--- src/rtl/pixel_pkg.sv ---
// Shared types for the pixel readout path: pixel/frame types and serializer states.
package pixel_pkg;

  localparam int unsigned PIXEL_W          = 8;
  localparam int unsigned PIXELS_PER_FRAME = 4;

  typedef logic [PIXEL_W-1:0] pixel_t;

  // Element 0 is pixel 1, so byte index 0 is streamed first.
  typedef pixel_t [PIXELS_PER_FRAME-1:0] frame_t;

  typedef enum logic [0:0] {
    IDLE,
    SEND
  } ser_state_e;

endpackage

--- src/rtl/frame_fifo.sv ---
// Synchronous frame FIFO with separately tracked level; head is read combinationally.
module frame_fifo
  import pixel_pkg::*;
#(
  parameter int unsigned DEPTH = 4
) (
  input  logic                     clk,
  input  logic                     reset,
  input  logic                     push,
  input  logic                     pop,
  input  frame_t                   wr_data,
  output frame_t                   head,
  output logic [$clog2(DEPTH):0]   level,
  output logic                     full,
  output logic                     empty
);

  localparam int unsigned PTR_W = $clog2(DEPTH);
  localparam int unsigned LVL_W = PTR_W + 1;

  frame_t             mem_q [DEPTH];
  logic [PTR_W-1:0]   wr_ptr_q, wr_ptr_d;
  logic [PTR_W-1:0]   rd_ptr_q, rd_ptr_d;
  logic [LVL_W-1:0]   level_q, level_d;

  always_comb begin
    wr_ptr_d = wr_ptr_q;
    rd_ptr_d = rd_ptr_q;
    level_d  = level_q;
    if (push) begin
      wr_ptr_d = wr_ptr_q + PTR_W'(1);
    end
    if (pop) begin
      rd_ptr_d = rd_ptr_q + PTR_W'(1);
    end
    if (push && !pop) begin
      level_d = level_q + LVL_W'(1);
    end else if (pop && !push) begin
      level_d = level_q - LVL_W'(1);
    end
  end

  always_ff @(posedge clk or negedge reset) begin
    if (!reset) begin
      wr_ptr_q <= '0;
      rd_ptr_q <= '0;
      level_q  <= '0;
    end else begin
      wr_ptr_q <= wr_ptr_d;
      rd_ptr_q <= rd_ptr_d;
      level_q  <= level_d;
    end
  end

  // Storage needs no reset: the level gates every read of it.
  always_ff @(posedge clk) begin
    if (push) begin
      mem_q[wr_ptr_q] <= wr_data;
    end
  end

  assign head  = mem_q[rd_ptr_q];
  assign level = level_q;
  assign full  = (level_q == LVL_W'(DEPTH));
  assign empty = (level_q == '0);

endmodule

--- src/rtl/pixel_readout_fifo.sv ---
// Captures one frame per read phase into a frame FIFO and streams it out byte by byte.
// Define PIXEL_READOUT_DROPCNT_EN to add the saturating drop_count output.
module pixel_readout_fifo
  import pixel_pkg::*;
#(
  parameter int unsigned DEPTH = 4,
  parameter int unsigned CNT_W = 8
) (
  input  logic                     clk,
  input  logic                     reset,
  input  logic                     read,
  input  logic [PIXEL_W-1:0]       data1,
  input  logic [PIXEL_W-1:0]       data2,
  input  logic [PIXEL_W-1:0]       data3,
  input  logic [PIXEL_W-1:0]       data4,
  input  logic                     out_ready,
  input  logic                     clear_ovf,
  output logic [PIXEL_W-1:0]       out_data,
  output logic                     out_valid,
  output logic                     out_first,
  output logic                     out_last,
  output logic [$clog2(DEPTH):0]   fifo_level,
`ifdef PIXEL_READOUT_DROPCNT_EN
  output logic [CNT_W-1:0]         drop_count,
`endif
  output logic                     overflow
);

  localparam int unsigned LVL_W = $clog2(DEPTH) + 1;

  logic       read_q;
  logic       push;
  logic       handshake;
  logic       pop;
  logic       wr_en;
  logic       drop;
  logic       fifo_full;
  logic       fifo_empty;
  frame_t     head;
  frame_t     wr_frame;

  ser_state_e state_q, state_d;
  logic [1:0] idx_q, idx_d;
  logic       ovf_q, ovf_d;

  assign push      = read & ~read_q;
  assign handshake = out_valid & out_ready;
  assign pop       = handshake & (idx_q == 2'd3);
  // A full FIFO still accepts a frame when the head leaves in the same cycle.
  assign wr_en     = push & (~fifo_full | pop);
  assign drop      = push & fifo_full & ~pop;
  assign wr_frame  = {data4, data3, data2, data1};

  frame_fifo #(
    .DEPTH (DEPTH)
  ) u_frame_fifo (
    .clk     (clk),
    .reset   (reset),
    .push    (wr_en),
    .pop     (pop),
    .wr_data (wr_frame),
    .head    (head),
    .level   (fifo_level),
    .full    (fifo_full),
    .empty   (fifo_empty)
  );

  always_comb begin
    state_d = state_q;
    idx_d   = idx_q;
    unique case (state_q)
      IDLE: begin
        if (!fifo_empty || wr_en) begin
          state_d = SEND;
        end
      end
      SEND: begin
        if (handshake) begin
          if (idx_q == 2'd3) begin
            idx_d = 2'd0;
            if (fifo_level <= LVL_W'(1) && !wr_en) begin
              state_d = IDLE;
            end
          end else begin
            idx_d = idx_q + 2'd1;
          end
        end
      end
      default: begin
        state_d = IDLE;
        idx_d   = 2'd0;
      end
    endcase
  end

  always_comb begin
    out_valid = (state_q == SEND);
    out_data  = out_valid ? head[idx_q] : '0;
    out_first = out_valid & (idx_q == 2'd0);
    out_last  = out_valid & (idx_q == 2'd3);
  end

  // A drop in the same cycle as clear_ovf takes precedence.
  always_comb begin
    ovf_d = ovf_q;
    if (drop) begin
      ovf_d = 1'b1;
    end else if (clear_ovf) begin
      ovf_d = 1'b0;
    end
  end

  always_ff @(posedge clk or negedge reset) begin
    if (!reset) begin
      read_q  <= 1'b0;
      state_q <= IDLE;
      idx_q   <= 2'd0;
      ovf_q   <= 1'b0;
    end else begin
      read_q  <= read;
      state_q <= state_d;
      idx_q   <= idx_d;
      ovf_q   <= ovf_d;
    end
  end

  assign overflow = ovf_q;

`ifdef PIXEL_READOUT_DROPCNT_EN
  logic [CNT_W-1:0] cnt_q, cnt_d;

  always_comb begin
    cnt_d = cnt_q;
    if (drop) begin
      if (clear_ovf) begin
        cnt_d = CNT_W'(1);
      end else if (!(&cnt_q)) begin
        cnt_d = cnt_q + CNT_W'(1);
      end
    end else if (clear_ovf) begin
      cnt_d = '0;
    end
  end

  always_ff @(posedge clk or negedge reset) begin
    if (!reset) begin
      cnt_q <= '0;
    end else begin
      cnt_q <= cnt_d;
    end
  end

  assign drop_count = cnt_q;
`else
  logic unused_cnt_w;
  assign unused_cnt_w = ^CNT_W;
`endif

endmodule

--- config.mk ---
export PLATFORM = sky130hd
export DESIGN_NAME = pixel_readout_fifo
export DESIGN_NICKNAME = d
export VERILOG_FILES = /design/src/rtl/pixel_pkg.sv /design/src/rtl/frame_fifo.sv /design/src/rtl/pixel_readout_fifo.sv
export SDC_FILE = /design/constraint.sdc
export NUM_CORES = 1
export LEC_CHECK = 0
export CAP_MARGIN = 20
export CELL_PAD_IN_SITES_DETAIL_PLACEMENT = 0
export CELL_PAD_IN_SITES_GLOBAL_PLACEMENT = 1
export CORE_MARGIN = 2
export CORE_UTILIZATION = 28
export DETAILED_ROUTE_END_ITERATION = 7
export GPL_ROUTABILITY_DRIVEN = 0
export GPL_TIMING_DRIVEN = 0
export PLACE_DENSITY = 0.59
export SLEW_MARGIN = 5
export SYNTH_ARGS = -nofsm -noshare
export SYNTH_HDL_FRONTEND = slang
export SYNTH_HIERARCHICAL = 1
export SYNTH_SLANG_ARGS = --single-unit
--- constraint.sdc ---
create_clock -name clk -period 2.4 [get_ports clk]
set_clock_uncertainty 0.15 [all_clocks]
set_input_delay 0.6 -clock clk [delete_from_list [all_inputs] [get_ports clk]]
set_output_delay 0.6 -clock clk [all_outputs]
set_load 0.03 [all_outputs]
==> results of run 1 <==
per-stage QoR:
| step | util, % | worst slack (ns) | hold WS (ns) | instances | total power, mW |
|---|---|---|---|---|---|
| after global placement | 33.0 | -0.936 | 0.354 | 562 | 6.24 |
| after global routing | 37.1 | -0.854 | 0.405 | 609 | 9.44 |
| after floorplan | - | -0.0972 | 0.154 | 246 | 5.29 |
| final | 37.1 | -0.779 | 0.368 | 609 | 9.05 |
| after CTS | 37.3 | -0.831 | 0.380 | 610 | 9.23 |
| after detailed placement | 33.0 | -0.951 | 0.367 | 562 | 6.28 |
kinds of logic after synthesis:
family / Yosys count / share of synthesized area [%]
adders and majority gates: 8 / 1.93
buffers and inverters: 21 / 2.65
DFF: 140 / 74.4
AOI/OAI and AO/OA: 5 / 0.652
xor gates and xnor gates: 6 / 0.944
muxes: 42 / 16.9
and+or+nand+nor: 24 / 2.47
power by group through the flow:
stage	clock, mW	sequential [mW]	combinational, mW
2_1_floorplan	0	3.20	2.09
3_3_place_gp	0	3.16	3.08
3_5_place_dp	0	3.18	3.10
4_1_cts	2.39	3.14	3.70
5_1_grt	2.49	3.17	3.78
6_report	2.35	3.14	3.57
critical path, delay by kind of cell (launching register included):
kind          cells  cell delay (ns)
buf+inv           4             0.51
flops             1             0.37
mux               2             0.93
simple gates      1             0.17
synthesized netlist by cell type (all sizes together) (3+ instances only):
library cell,instances,share of area (%)
edfxtp,128,69
inv,10,0.67
ha,7,1.6
and2,14,1.6
buf,9,1.8
nand2,3,0.20
xor2,4,0.63
mux4,40,17
dfrtp,12,5.4
layer usage:
| layer | share of wire, % | global-route usage [%] |
|---|---|---|
| met1 | 44 | 15.7 |
| met2 | 50 | 19.1 |
| met3 | 4.7 | 3.40 |
| met4 | 1.5 | 4.46 |
| met5 | 0 | 0 |
state kept, by name (all words and copies together) (netlist names):
name	flops
idx_q	2
u_frame_fifo/wr_ptr_q	2
u_frame_fifo/mem_q	128
u_frame_fifo/rd_ptr_q	2
read_q	1
out_valid	1
u_frame_fifo/level	3
overflow	1
final cells by class:
| cell class | count | area, um^2 |
|---|---|---|
| fill | 1781 | 12200 |
| sequential | 140 | 4140 |
| multi-input combinational | 89 | 1350 |
| timing repair buffer | 63 | 684 |
| clock buffer | 18 | 429 |
| tap | 265 | 332 |
| buffer | 10 | 145 |
| clock inverter | 14 | 105 |
| inverter | 10 | 37.5 |
worst paths after layout:
kind	startpoint	end	slack [ns]
setup / recovery	u_frame_fifo/rd_ptr_q[0]	out_data[0]	-0.78
hold / removal	overflow	overflow	0.37
setup reg to reg	idx_q[0]	u_frame_fifo/level[2]	0.16
hold reg to reg	overflow	overflow	0.37
max in group asynchronous	reset	idx_q[1]	1.33
min in group asynchronous	reset	read_q	0.40
timing repair:
action / in CTS / in global routing
pin swaps: 5 / 0
gates cloned: 7 / 1
resized for setup: 89 / 12
setup buffers: 10 / 1
endpoints found under the setup margin: 140 / 11
==> results.md, run 1 <==
- IO Pins: 52
- Largest net degree at the start of global routing: 17
- Initial antenna violation count: 0
- Mapped Cells: between 200 and 250
- Sinks on Clock Net: 140
- Commonest non-fill, non-tap cell in the layout: edfxtp_1
- Net Sw Frac: 30.3%
- H-tree Lvls: 4
- Critical Path Sink Type: primary output
- R2R cell count: 11
- Final Setup Violations: 8
- Failing checks: setup timing
- Reg power frac: 34.7%
- Synthesized Nets: slightly below 300
- Max_slew headroom: a little over 60%
- Crit-path slowest cell: mux4_2
- Final worst-path cycle share: 132%
- Initial DRC count: around 180
- Area of the mapped netlist: 0.00557 mm^2
- Predominant post-synthesis flop cell: edfxtp_1
- Starting Density: around 29%
- Sequential share of the synthesized area: between 70% and 80%
- Vias: between 2,000 and 3,000
- Synthesis Warnings: 6
- Most frequent cells in the layout: 128 x edfxtp_1, 39 x clkdlybuf4s50_1, 38 x mux4_2, 18 x clkbuf_16, 16 x and2_4
- Combinational group share of total power: between 30% and 40%
- Clock Power Share: 25.9%
- Number of distinct library cells after synthesis: 25
- Critical path class: reg -> out
- Worst-path cell chain: buf_12, buf_12, buf_6, mux4_2, mux4_2, and2_4, buf_6
- Power Internal: 6.31 mW
- Row cnt: between 50 and 60
- Worst-path clk slew: around 0.06 ns
- CP peak stage delay: about 0.47 ns
- DP HPWL: around 6500 um
- Detailed Route WL: 11,900 um
- Global-route wire length before repair: 17,900 um
- Core ar.: 0.0195 mm^2
- Worst Path Arrival: 2.43 ns
- Startpoint Class: register
- Pwr Density: 1250 mW/mm^2
- Min Tclk post-route: 3.18 ns
- GRT overflow: 0
- Required @ worst endpoint: ~1.7 ns
- Pre-Repair DR Iteration Count: 4
- Seq cells post-synth: 140
- Diodes inserted: 0
- Mean routed wirelength per cell: 19.5 um
- Chip width: between 100 and 150 um
- Nets: 376
- Worst-Margin Slew: 0.568 ns
- CTS root buffer: clkbuf_16
- Syn Area/Cell: approximately 23 um^2
- Fmax achieved: 315 MHz
- Worst Hold Class: reg -> reg
- Hold Buf Count CTS: 0
- Status: complete, but fails checks
- EDFF count, synth: 128
- RSZ-0062 raised after global routing: true
- Post-DRT Antenna Nets: 0
- Max cap viols: 0
- Worst-skew pair later-pin latency: about 0.42 ns
- Setup TNS: -5.91 ns
- Layout cells sized above 1: 34.6%
- PortBufs: about 50
- CTS tree: yes
- Overall Global Routing Usage: 12.0%
- Hold path depth: 2
- Placed cell area: 0.00643 mm^2
- Worst vdd ir: around 0.00060 V
- Area of the die: 0.0210 mm^2
- Drt via density: 4.36
- Vias in the first global route: around 2,900
- Remaining DRCs: 0
- Leakage Power: about 2.4 nW
- Final hold vios: 0
- Finished layout cell area: between 0.007 and 0.008 mm^2
- Switching Power: 2.74 mW
- Critical path peak fanout: 8
- Max Root-Sink Buffers: 2
- CTS buffer count: 17
- Ys async rst share: 8.57%
- Die height: 145 um
- Area delta synth->final: 29.7%
- Final setup margin: -0.779 ns
- Final Max Slew Viols: 0
Note: power is estimated with default switching activity, not from simulation.
==> run 2: changes to the inputs <==
- CTS_BUF_LIST: default -> sky130_fd_sc_hd__clkbuf_2
==> results.md, run 2 (synthesis results as in run 1) <==
- Final Max Slew Viols: 0
- Startpoint Class: register
- PortBufs: 51
- Required @ worst endpoint: 1.65 ns
- CP peak stage delay: between 0.4 and 0.5 ns
- Initial DRC count: 166
- Final hold slack: 0.0962 ns
- CTS buffer count: 17
- Max cap viols: 0
- Max_slew headroom: 63.6%
- Commonest non-fill, non-tap cell in the layout: edfxtp_1
- Global-route wire length before repair: 17,800 um
- Worst-path cell chain: buf_12, buf_12, buf_12, mux4_2, mux4_2, and2_4, buf_6
- Crit-path slowest cell: mux4_2
- Post-Layout Cell Count: slightly above 600
- Post-DRT Antenna Nets: 0
- Nets: 379
- Largest register by flop count: u_frame_fifo/mem_q
- IO Pins: 52
- CTS tree: yes
- Leakage Power: around 2.3 nW
- Final worst-path cycle share: 144%
- Critical path class: reg -> out
- Initial antenna violation count: 0
- Worst vdd ir: 0.000472 V
- Critical Path Sink Type: primary output
- Drt via density: 4.38
- Area delta synth->final: 25.4%
- Pre-Repair DR Iteration Count: 4
- Sinks on Clock Net: 140
- Max reg flops: 128
- Failing checks: setup timing
- Mean routed wirelength per cell: 19.8 um
- CP most frequent cell: buf_12
- Overall Global Routing Usage: 12.0%
- Worst-path clk slew: ~0.2 ns
- Core ar.: 0.0195 mm^2
- Die height: approximately 150 um
- Vias in the first global route: between 2,000 and 3,000
- Area of the die: 0.0210 mm^2
- GRT overflow: 0
- Final Setup Violations: 10
- RSZ-0062 raised after global routing: true
- Finished layout cell area: about 0.007 mm^2
- Worst-Margin Slew: 0.544 ns
- Worst-skew pair later-pin latency: 0.67 ns
- Finished Core Util: ~36%
- Remaining DRCs: 0
- H-tree Lvls: 4
- Pre-CTS setup slack: -0.951 ns
- Status: complete, but fails checks
- Fmax achieved: around 290 MHz
- DP HPWL: between 6000 and 7000 um
- Chip width: 145 um
- Row cnt: approximately 50
- Worst Path Arrival: 2.71 ns
- Starting Density: 28.6%
- Detailed Route WL: about 12,000 um
- Pwr Total: 8.03 mW
- Final setup margin: -1.06 ns
- Final hold vios: 0
- Min Tclk post-route: between 3 and 4 ns
- Placed cell area: 0.00643 mm^2
- Worst Hold Class: in -> async
- Critical path peak fanout: 8
- Max Root-Sink Buffers: 2
- CTS root buffer: clkbuf_2
- Most frequent cells in the layout: 128 x edfxtp_1, 38 x mux4_2, 36 x clkdlybuf4s50_1, 20 x clkbuf_2, 18 x and2_4
- Pwr Density: 1150 mW/mm^2
- Placed cells: 562
- Diodes inserted: 0
- Layout cells sized above 1: 38.6%
- Largest net degree at the start of global routing: 17
- Worst R2R Setup Slack: 0.11 ns
- Vias: 2,683
- Setup TNS: -8.42 ns
-- run 2: worst max-delay path: cells and delay by family (launching register included) --
family | cells | cell delay (ns)
mux | 2 | 0.94
simple gates | 1 | 0.15
buf+inv | 4 | 0.53
flops | 1 | 0.41
-- run 2: worst paths after layout --
kind,startpoint,end,cells after the start
setup / recovery,u_frame_fifo/rd_ptr_q[0],out_data[5],7
hold / removal,reset,u_frame_fifo/level[2],1
setup reg to reg,idx_q[0],u_frame_fifo/level[2],11
hold reg to reg,overflow,overflow,2
max in group asynchronous,reset,idx_q[0],1
min in group clk,read,read_q,1
-- run 2: what timing repair did --
item | CTS | global route
pin swaps | 12 | 5
resized for setup | 114 | 18
cloned | 7 | 1
hold endpoints to repair | 0 | 0
buffers inserted | 9 | 4
hold buffers | 0 | 0
endpoints found under the setup margin | 145 | 13
-- run 2: final cells by class --
class	count	area, um^2
plain buffers	10	155
clock inverters	14	105
fillers	1834	12500
multi-input cells	89	1400
inverters	10	42.5
repair buffers	66	714
clock buffers	18	90.1
flip-flops and latches	140	4150
well taps	265	332
-- run 2: where the power goes --
part	total (mW)	switching (mW)	internal, mW	leakage (nW)
Clock	1.17	0.810	0.356	0.119
Sequential	3.15	0.165	2.99	1.30
Combinational	3.71	1.70	2.01	0.907
-- run 2: routing by layer --
metal	up-vias	part of all wire [%]	GRT usage, %
li1	1190	-	-
met1	1416	43	15.1
met2	71	50	19.5
met3	6	5.6	4.37
met4	0	0.67	3.42
met5	-	0	0
